==> src/rtl/lcd1602_pkg.sv <==
// Shared definitions for the HD44780 16x2 LCD bus arbiter: command
// constants, the power-on init command ROM and the arbiter state encoding.
package lcd1602_pkg;

  localparam logic [7:0] LINES2_MATRIX5x8_MODE8bit = 8'h38;
  localparam logic [7:0] DISPON_CURSOROFF          = 8'h0C;
  localparam logic [7:0] SHIFT_CURSOR_RIGHT        = 8'h06;
  localparam logic [7:0] CLEAR_DISPLAY             = 8'h01;

  typedef enum logic [1:0] {
    INIT  = 2'd0,
    IDLE  = 2'd1,
    GRANT = 2'd2
  } arbState_t;

  // Power-on init sequence, issued one entry per tick starting at index 0.
  function automatic logic [7:0] initCmd(input logic [2:0] idx);
    logic [7:0] cmd;
    case (idx)
      3'd0:    cmd = LINES2_MATRIX5x8_MODE8bit;
      3'd1:    cmd = DISPON_CURSOROFF;
      3'd2:    cmd = SHIFT_CURSOR_RIGHT;
      3'd3:    cmd = CLEAR_DISPLAY;
      default: cmd = 8'h00;
    endcase
    return cmd;
  endfunction

endpackage

==> src/rtl/lcd1602_bus_arbiter_if.sv <==
// Requester-side and LCD-side signals of the bus arbiter. The arbiter uses
// the master modport; requesters, the LCD and the bench use slave.
interface lcd1602_bus_arbiter_if #(
  parameter int NUM_REQ = 2
);
  logic                   tick_16ms;
  logic [NUM_REQ-1:0]     req;
  logic [NUM_REQ-1:0]     done;
  logic [NUM_REQ-1:0]     req_rs;
  logic [NUM_REQ-1:0]     req_rw;
  logic [8*NUM_REQ-1:0]   req_data;
  logic [NUM_REQ-1:0]     grant;
  logic                   lcd_rs;
  logic                   lcd_rw;
  logic [7:0]             lcd_data;
  logic                   lcd_en;
  logic                   init_done;
  logic                   timeout;

  modport master (
    input  tick_16ms, req, done, req_rs, req_rw, req_data,
    output grant, lcd_rs, lcd_rw, lcd_data, lcd_en, init_done, timeout
  );

  modport slave (
    output tick_16ms, req, done, req_rs, req_rw, req_data,
    input  grant, lcd_rs, lcd_rw, lcd_data, lcd_en, init_done, timeout
  );
endinterface

==> src/rtl/lcd1602_rr_picker.sv <==
// Combinational round-robin picker: finds the first requester at or after
// the pointer, wrapping around, and reports it one-hot.
module lcd1602_rr_picker #(
  parameter int NUM_REQ = 2,
  parameter int PTR_W   = 1
) (
  input  logic [NUM_REQ-1:0] req_i,
  input  logic [PTR_W-1:0]   ptr_i,
  output logic [NUM_REQ-1:0] winner_o,
  output logic               valid_o
);

  logic [PTR_W-1:0] candIdx;

  // Scan requesters starting at the pointer; the first active one wins.
  always_comb begin
    winner_o = '0;
    valid_o  = 1'b0;
    candIdx  = '0;
    for (int i = 0; i < NUM_REQ; i++) begin
      candIdx = PTR_W'((int'(ptr_i) + i) % NUM_REQ);
      if (!valid_o && req_i[candIdx]) begin
        winner_o[candIdx] = 1'b1;
        valid_o           = 1'b1;
      end
    end
  end

endmodule

==> src/rtl/lcd1602_bus_arbiter.sv <==
// Owns the shared HD44780 bus. Runs the power-on init sequence, then grants
// the bus round-robin and issues one transfer per 16 ms tick. A transfer is
// staged on the tick edge, driven onto the pins one edge later, and strobed
// with lcd_en for EN_WIDTH cycles starting the edge after that.
module lcd1602_bus_arbiter
  import lcd1602_pkg::*;
#(
  parameter int NUM_REQ        = 2,
  parameter int EN_WIDTH       = 50,
  parameter int MAX_HOLD_TICKS = 64,
  parameter int INIT_LEN       = 4
) (
  input  logic                  clk,
  input  logic                  reset,
  lcd1602_bus_arbiter_if.master bus
);

  localparam int PTR_W  = (NUM_REQ > 1) ? $clog2(NUM_REQ) : 1;
  localparam int HOLD_W = $clog2(MAX_HOLD_TICKS + 1);
  localparam int EN_W   = $clog2(EN_WIDTH + 1);

  arbState_t          state_q, state_d;
  logic [2:0]         initIdx_q, initIdx_d;
  logic [PTR_W-1:0]   rrPtr_q, rrPtr_d;
  logic [HOLD_W-1:0]  holdCnt_q, holdCnt_d;
  logic [NUM_REQ-1:0] grant_q, grant_d;
  logic               initDone_q, initDone_d;
  logic               timeout_q, timeout_d;

  logic               stageValid_q;
  logic               stageRs_q, stageRw_q;
  logic [7:0]         stageData_q;
  logic               lcdRs_q, lcdRw_q;
  logic [7:0]         lcdData_q;
  logic [EN_W-1:0]    enCnt_q;
  logic               lcdEn_q;

  logic               fire, fireRs, fireRw;
  logic [7:0]         fireData;
  logic [NUM_REQ-1:0] pickWinner;
  logic               pickValid;
  logic [PTR_W-1:0]   gIdx, nextPtr;
  logic               selReq, selDone, selRs, selRw;
  logic [7:0]         selData;
  logic               holdFull;

  lcd1602_rr_picker #(
    .NUM_REQ (NUM_REQ),
    .PTR_W   (PTR_W)
  ) u_picker (
    .req_i    (bus.req),
    .ptr_i    (rrPtr_q),
    .winner_o (pickWinner),
    .valid_o  (pickValid)
  );

  assign holdFull = (holdCnt_q == HOLD_W'(MAX_HOLD_TICKS));
  assign nextPtr  = PTR_W'((int'(gIdx) + 1) % NUM_REQ);

  // Route the granted requester's request, release and transfer fields.
  always_comb begin
    gIdx    = '0;
    selReq  = 1'b0;
    selDone = 1'b0;
    selRs   = 1'b0;
    selRw   = 1'b0;
    selData = '0;
    for (int k = 0; k < NUM_REQ; k++) begin
      if (grant_q[k]) begin
        gIdx    = PTR_W'(k);
        selReq  = bus.req[k];
        selDone = bus.done[k];
        selRs   = bus.req_rs[k];
        selRw   = bus.req_rw[k];
        selData = bus.req_data[8*k +: 8];
      end
    end
  end

  // Next-state logic: init sequencing, round-robin grant and release.
  always_comb begin
    state_d    = state_q;
    initIdx_d  = initIdx_q;
    rrPtr_d    = rrPtr_q;
    holdCnt_d  = holdCnt_q;
    grant_d    = grant_q;
    initDone_d = initDone_q;
    timeout_d  = 1'b0;
    fire       = 1'b0;
    fireRs     = 1'b0;
    fireRw     = 1'b0;
    fireData   = '0;
    case (state_q)
      INIT: begin
        if (bus.tick_16ms) begin
          fire     = 1'b1;
          fireData = initCmd(initIdx_q);
          if (initIdx_q == 3'(INIT_LEN - 1)) begin
            state_d    = IDLE;
            initDone_d = 1'b1;
          end else begin
            initIdx_d = initIdx_q + 3'd1;
          end
        end
      end
      IDLE: begin
        grant_d = '0;
        if (pickValid) begin
          grant_d = pickWinner;
          state_d = GRANT;
        end
      end
      GRANT: begin
        if (bus.tick_16ms && !holdFull) begin
          fire      = 1'b1;
          fireRs    = selRs;
          fireRw    = selRw;
          fireData  = selData;
          holdCnt_d = holdCnt_q + HOLD_W'(1);
        end
        if (selDone || !selReq || holdFull) begin
          grant_d   = '0;
          rrPtr_d   = nextPtr;
          holdCnt_d = '0;
          state_d   = IDLE;
          timeout_d = holdFull;
        end
      end
      default: state_d = INIT;
    endcase
  end

  // Control registers of the arbiter FSM.
  always_ff @(posedge clk or negedge reset) begin
    if (!reset) begin
      state_q    <= INIT;
      initIdx_q  <= '0;
      rrPtr_q    <= '0;
      holdCnt_q  <= '0;
      grant_q    <= '0;
      initDone_q <= 1'b0;
      timeout_q  <= 1'b0;
    end else begin
      state_q    <= state_d;
      initIdx_q  <= initIdx_d;
      rrPtr_q    <= rrPtr_d;
      holdCnt_q  <= holdCnt_d;
      grant_q    <= grant_d;
      initDone_q <= initDone_d;
      timeout_q  <= timeout_d;
    end
  end

  // Transfer pipeline: capture on the tick edge, drive the pins one edge later.
  always_ff @(posedge clk or negedge reset) begin
    if (!reset) begin
      stageValid_q <= 1'b0;
      stageRs_q    <= 1'b0;
      stageRw_q    <= 1'b0;
      stageData_q  <= '0;
      lcdRs_q      <= 1'b0;
      lcdRw_q      <= 1'b0;
      lcdData_q    <= '0;
    end else begin
      stageValid_q <= fire;
      if (fire) begin
        stageRs_q   <= fireRs;
        stageRw_q   <= fireRw;
        stageData_q <= fireData;
      end
      if (stageValid_q) begin
        lcdRs_q   <= stageRs_q;
        lcdRw_q   <= stageRw_q;
        lcdData_q <= stageData_q;
      end
    end
  end

  // Enable strobe: a down-counter armed with the pins, en follows it one edge late.
  always_ff @(posedge clk or negedge reset) begin
    if (!reset) begin
      enCnt_q <= '0;
      lcdEn_q <= 1'b0;
    end else begin
      if (stageValid_q) begin
        enCnt_q <= EN_W'(EN_WIDTH);
      end else if (enCnt_q != '0) begin
        enCnt_q <= enCnt_q - EN_W'(1);
      end
      lcdEn_q <= (enCnt_q != '0);
    end
  end

  assign bus.grant     = grant_q;
  assign bus.lcd_rs    = lcdRs_q;
  assign bus.lcd_rw    = lcdRw_q;
  assign bus.lcd_data  = lcdData_q;
  assign bus.lcd_en    = lcdEn_q;
  assign bus.init_done = initDone_q;
  assign bus.timeout   = timeout_q;

endmodule

==> src/flat_wrapper.sv <==
// flat-port wrapper written by rule: the top's interface ports become plain ports
module lcd1602_bus_arbiter_flat import lcd1602_pkg::*;
#(
  parameter int NUM_REQ        = 2,
  parameter int EN_WIDTH       = 50,
  parameter int MAX_HOLD_TICKS = 64,
  parameter int INIT_LEN       = 4
)
  (clk, reset, bus_tick_16ms, bus_req, bus_done, bus_req_rs, bus_req_rw, bus_req_data, bus_grant, bus_lcd_rs, bus_lcd_rw, bus_lcd_data, bus_lcd_en, bus_init_done, bus_timeout);
  lcd1602_bus_arbiter_if #(.NUM_REQ(NUM_REQ)) bus_i ();
  input  logic clk;
  input  logic reset;
  input wire logic [$bits(bus_i.tick_16ms)-1:0] bus_tick_16ms;
  input wire logic [$bits(bus_i.req)-1:0] bus_req;
  input wire logic [$bits(bus_i.done)-1:0] bus_done;
  input wire logic [$bits(bus_i.req_rs)-1:0] bus_req_rs;
  input wire logic [$bits(bus_i.req_rw)-1:0] bus_req_rw;
  input wire logic [$bits(bus_i.req_data)-1:0] bus_req_data;
  output wire logic [$bits(bus_i.grant)-1:0] bus_grant;
  output wire logic [$bits(bus_i.lcd_rs)-1:0] bus_lcd_rs;
  output wire logic [$bits(bus_i.lcd_rw)-1:0] bus_lcd_rw;
  output wire logic [$bits(bus_i.lcd_data)-1:0] bus_lcd_data;
  output wire logic [$bits(bus_i.lcd_en)-1:0] bus_lcd_en;
  output wire logic [$bits(bus_i.init_done)-1:0] bus_init_done;
  output wire logic [$bits(bus_i.timeout)-1:0] bus_timeout;
  assign bus_i.tick_16ms = bus_tick_16ms;
  assign bus_i.req = bus_req;
  assign bus_i.done = bus_done;
  assign bus_i.req_rs = bus_req_rs;
  assign bus_i.req_rw = bus_req_rw;
  assign bus_i.req_data = bus_req_data;
  assign bus_grant = bus_i.grant;
  assign bus_lcd_rs = bus_i.lcd_rs;
  assign bus_lcd_rw = bus_i.lcd_rw;
  assign bus_lcd_data = bus_i.lcd_data;
  assign bus_lcd_en = bus_i.lcd_en;
  assign bus_init_done = bus_i.init_done;
  assign bus_timeout = bus_i.timeout;
  lcd1602_bus_arbiter #(.NUM_REQ(NUM_REQ), .EN_WIDTH(EN_WIDTH), .MAX_HOLD_TICKS(MAX_HOLD_TICKS), .INIT_LEN(INIT_LEN)) u_core (.clk(clk), .reset(reset), .bus(bus_i));
endmodule
==> config.mk <==
export PLATFORM = sky130hd
export DESIGN_NAME = lcd1602_bus_arbiter_flat
export DESIGN_NICKNAME = d
export VERILOG_FILES = /design/src/rtl/lcd1602_pkg.sv /design/src/rtl/lcd1602_bus_arbiter_if.sv /design/src/rtl/lcd1602_rr_picker.sv /design/src/rtl/lcd1602_bus_arbiter.sv /design/src/flat_wrapper.sv
export SDC_FILE = /design/constraint.sdc
export NUM_CORES = 1
export LEC_CHECK = 0
export ABC_AREA = 0
export CORE_ASPECT_RATIO = 1.2
export CORE_UTILIZATION = 40
export DETAILED_ROUTE_END_ITERATION = 10
export PLACE_DENSITY_LB_ADDON = 0.25
export SLEW_MARGIN = 0
export SYNTH_ARGS = -nofsm -noshare
export SYNTH_HDL_FRONTEND = slang
export SYNTH_SLANG_ARGS = --single-unit
export TNS_END_PERCENT = 30
==> constraint.sdc <==
create_clock -name clk -period 4.25 [get_ports clk]
set_input_delay 0.6375 -clock clk [delete_from_list [all_inputs] [get_ports clk]]
set_output_delay 0.6375 -clock clk [all_outputs]
set_load 0.01 [all_outputs]
==> impl_results.md <==
- Core area: 0.005261 mm2
- Clk_lat worst skew: 0.29 ns
- CP Depth: 1
- Worst path cell trace: clkdlybuf4s50_1
- Bufs on Longest Clock Path: 2
- Crit. End Element: primary output
- Clock Skew: 0.004907 ns
- Capture point of the critical path: bus_grant[1]
- Leak pwr: 1.220 nW
- Fraction of layout cells with a size suffix above 1: 10.42%
- Synthesis-to-finish area growth: 24.01%
- Reg2reg path depth: 4
- Root buffer cell: clkbuf_8
- Die Ht: 82.84 um
- RSZ-0062 raised after global routing: no
- Seq/Total Area, Yosys: 51.69%
- Critical path class: flip-flop to primary output
- Setup slack, reg-to-reg: around 2.2 ns
- Ys async rst share: 100.0%
- Global-route wire length before repair: about 7000 um
- Postcts setup bufs: 0
- NumNets Final: 275
- FF-to-FF End: u_core.stageData_q[0]
- Ys flop type: dfrtp_1
- Setup TNS: 0 ns
- Top cell type's share of synthesized area: 51.69%
- Setup violations, final: 0
- Final Hold Viols: 0
- TritonRoute pass-1 iters: 4
- Multi-input logic area: 943.4 um2
- Synth area leaders: dfrtp_1 52%, mux2_2 5.2%, ha_1 4.6%
- DPL Wire Length: 3135 um
- Register Area: 0.001126 mm2
- All-layer global routing usage: 15.43%
- Number of global-route vias before repair: approximately 1,500
- Initial Util: 41.40%
- Die area: about 0.0057 mm2
- Synth unique cells: 43
- Row count: 29
- Vias per cell: ~5.3
- Hold-fix buffers at CTS: 0
- Req. time, crit path: 3.61 ns
- CP startpoint: u_core.bus.grant[1]
- Mapped Cells: approximately 200
- Synth area leader: dfrtp_1
- CTS tree: done
- DRC: 0
- Num Clock Sinks: 45
- Syn Nets: 236
- DR vias: 1,591
- Status: completed
- Critical Path Source Type: flip-flop
- Hold_ws: a little under 0.5 ns
- Tmin final: 2.289 ns
- CP max stage cell: dfrtp_1
- Slew @ Worst Pin: just over 1 ns
- Reg-to-reg startpoint: u_core.bus.grant[1]
- Total grt overflow: 0
- CP bufs+invs: 1
- Final Power: 0.001567 W
- Relative slew margins: 30.92%
- CP arrival: around 1.7 ns
- Initial DRC Count: 94
- Htree depth: 2
- Top post-synthesis cells by count: 45 x dfrtp_1, 17 x nand2_1, 14 x o21ai_0, 13 x nor2_1
- VDD IR max: 0.3453 mV
- Initial antenna violation count: 0
- Most numerous cell in the Yosys netlist: dfrtp_1
- Total CTS buffers: 5
- DIE WIDTH: 69.37 um
- Fill cell count: 489
- Pwr dens: 580.0 mW/mm2
- RD Place Congestion: 0.7579
- Post-synth EDFFs: 0
- Post-Syn Area per Cell: 10.84 um2
- Largest net degree at the start of global routing: 46
- Slew Limit Fails: 0
- Worst Hold Class: flip-flop to flip-flop
- DRT antenna net count: 0
- CP Max Fanout: 16
- #FFs+latches synth: 45
- Count of input and output buffers: 41
- Clock transition at the registers of the reported paths: 0.08 ns
- Detailed-route wire length: 4251 um
- Crit-path max cell delay: 0.71 ns
- Maximum clock frequency: 0.4370 GHz
- # IOs: 42
- Max-cap viol count: 0
- Mapped Area: 0.002178 mm2
- Ant diodes: 0
- WL per Instance: 14.08 um
- Final worst-path cycle share: 53.85%
- Worst path top cell family by delay: flip-flops
- CTS resizes: 0
- YS warnings: 0
[area by class of cell]
type                       instances  share of cell area [%]
clock inverter                     2                   1.297
clock buffer                       5                   2.547
multi-input combinational        135                   34.92
tap                               62                   2.872
sequential                        45                   41.69
timing repair buffer              41                   15.01
inverter                          12                   1.667
[sequential cells by signal, indices dropped and copies added (netlist names)]
name	cells
u_core.initIdx_q	3
u_core.state_q	2
u_core.stageRs_q	1
u_core.bus.lcd_en	1
u_core.bus.lcd_rs	1
u_core.bus.timeout	1
u_core.bus.init_done	1
u_core.holdCnt_q	7
u_core.bus.lcd_data	8
u_core.stageRw_q	1
u_core.bus.grant	2
u_core.enCnt_q	6
u_core.stageValid_q	1
u_core.stageData_q	8
u_core.rrPtr_q	1
u_core.bus.lcd_rw	1
[stage by stage]
| stage | setup WS, ns | cell area [um2] | util, % | cells |
|---|---|---|---|---|
| floorplan | 2.489 | 2178 | - | 201 |
| detailed placement | 1.891 | 2597 | 49.37 | 295 |
| global placement | 1.904 | 2597 | 49.37 | 295 |
| finish | 1.961 | 2701 | 51.34 | 302 |
| CTS | 1.919 | 2701 | 51.34 | 302 |
| global route | 1.880 | 2701 | 51.34 | 302 |
[power breakdown]
group / switching [W] / total (W) / internal (W)
registers: 0.000137 / 0.000705 / 0.000569
clock network: 0.000134 / 0.000305 / 0.000171
logic: 0.000266 / 0.000557 / 0.000291
total: 0.000536 / 0.00157 / 0.00103
[cell usage in the layout (no fill, tap or decap), types with 2 or more instances in the layout]
| cell type | count |
|---|---|
| a21oi_1 | 4 |
| nor2_1 | 13 |
| dfrtp_1 | 45 |
| nand2_1 | 17 |
| o21ai_0 | 14 |
| clkdlybuf4s50_1 | 40 |
| o211ai_1 | 2 |
| mux2i_1 | 3 |
| a211o_1 | 3 |
| nor3_1 | 5 |
| a21o_1 | 3 |
| a211oi_1 | 2 |
| a22oi_1 | 12 |
| xnor2_1 | 2 |
| clkbuf_8 | 5 |
| nor2b_1 | 4 |
| o21ai_1 | 3 |
| ha_1 | 8 |
| mux2_2 | 10 |
| or3_1 | 4 |
| inv_1 | 12 |
| nand3_1 | 3 |
| a22o_1 | 2 |
| a221o_1 | 3 |
| nand2b_1 | 3 |
[worst min path at each step]
stage | depth (start not counted) | end | slack (ns) | from
after floorplan | 0 | u_core.bus.grant[0] | 0.34 | reset
after global placement | 2 | u_core.stageData_q[6] | 0.47 | u_core.stageData_q[6]
after detailed placement | 2 | u_core.stageRw_q | 0.47 | u_core.stageRw_q
after CTS | 2 | u_core.stageRw_q | 0.49 | u_core.stageRw_q
after global routing | 1 | u_core.bus.init_done | 0.53 | u_core.bus.init_done
final | 2 | u_core.stageRw_q | 0.49 | u_core.stageRw_q
[metal layers]
metal | wire length (um) | share of wire, % | up-vias | global-route usage [%]
met2 | 2120 | 50 | 32 | 25.60
met5 | 0 | 0 | - | 0
met4 | 57 | 1.3 | 0 | 5.195
met1 | 1930 | 45 | 764 | 20.02
li1 | - | - | 790 | -
met3 | 143 | 3.4 | 5 | 3.155
[cells by family (layout without fill, tap and decap cells)]
group | after synthesis | count (layout) | synth area share, %
and+or+nand+nor | 60 | 60 | 14.65
AOI/OAI and AO/OA | 52 | 52 | 16.71
DFF | 45 | 45 | 51.69
buffers and inverters | 21 | 60 | 4.996
muxes | 13 | 13 | 6.548
adders and majority gates | 8 | 8 | 4.595
xor gates and xnor gates | 2 | 2 | 0.8043
Note: power is estimated with default switching activity, not from simulation.
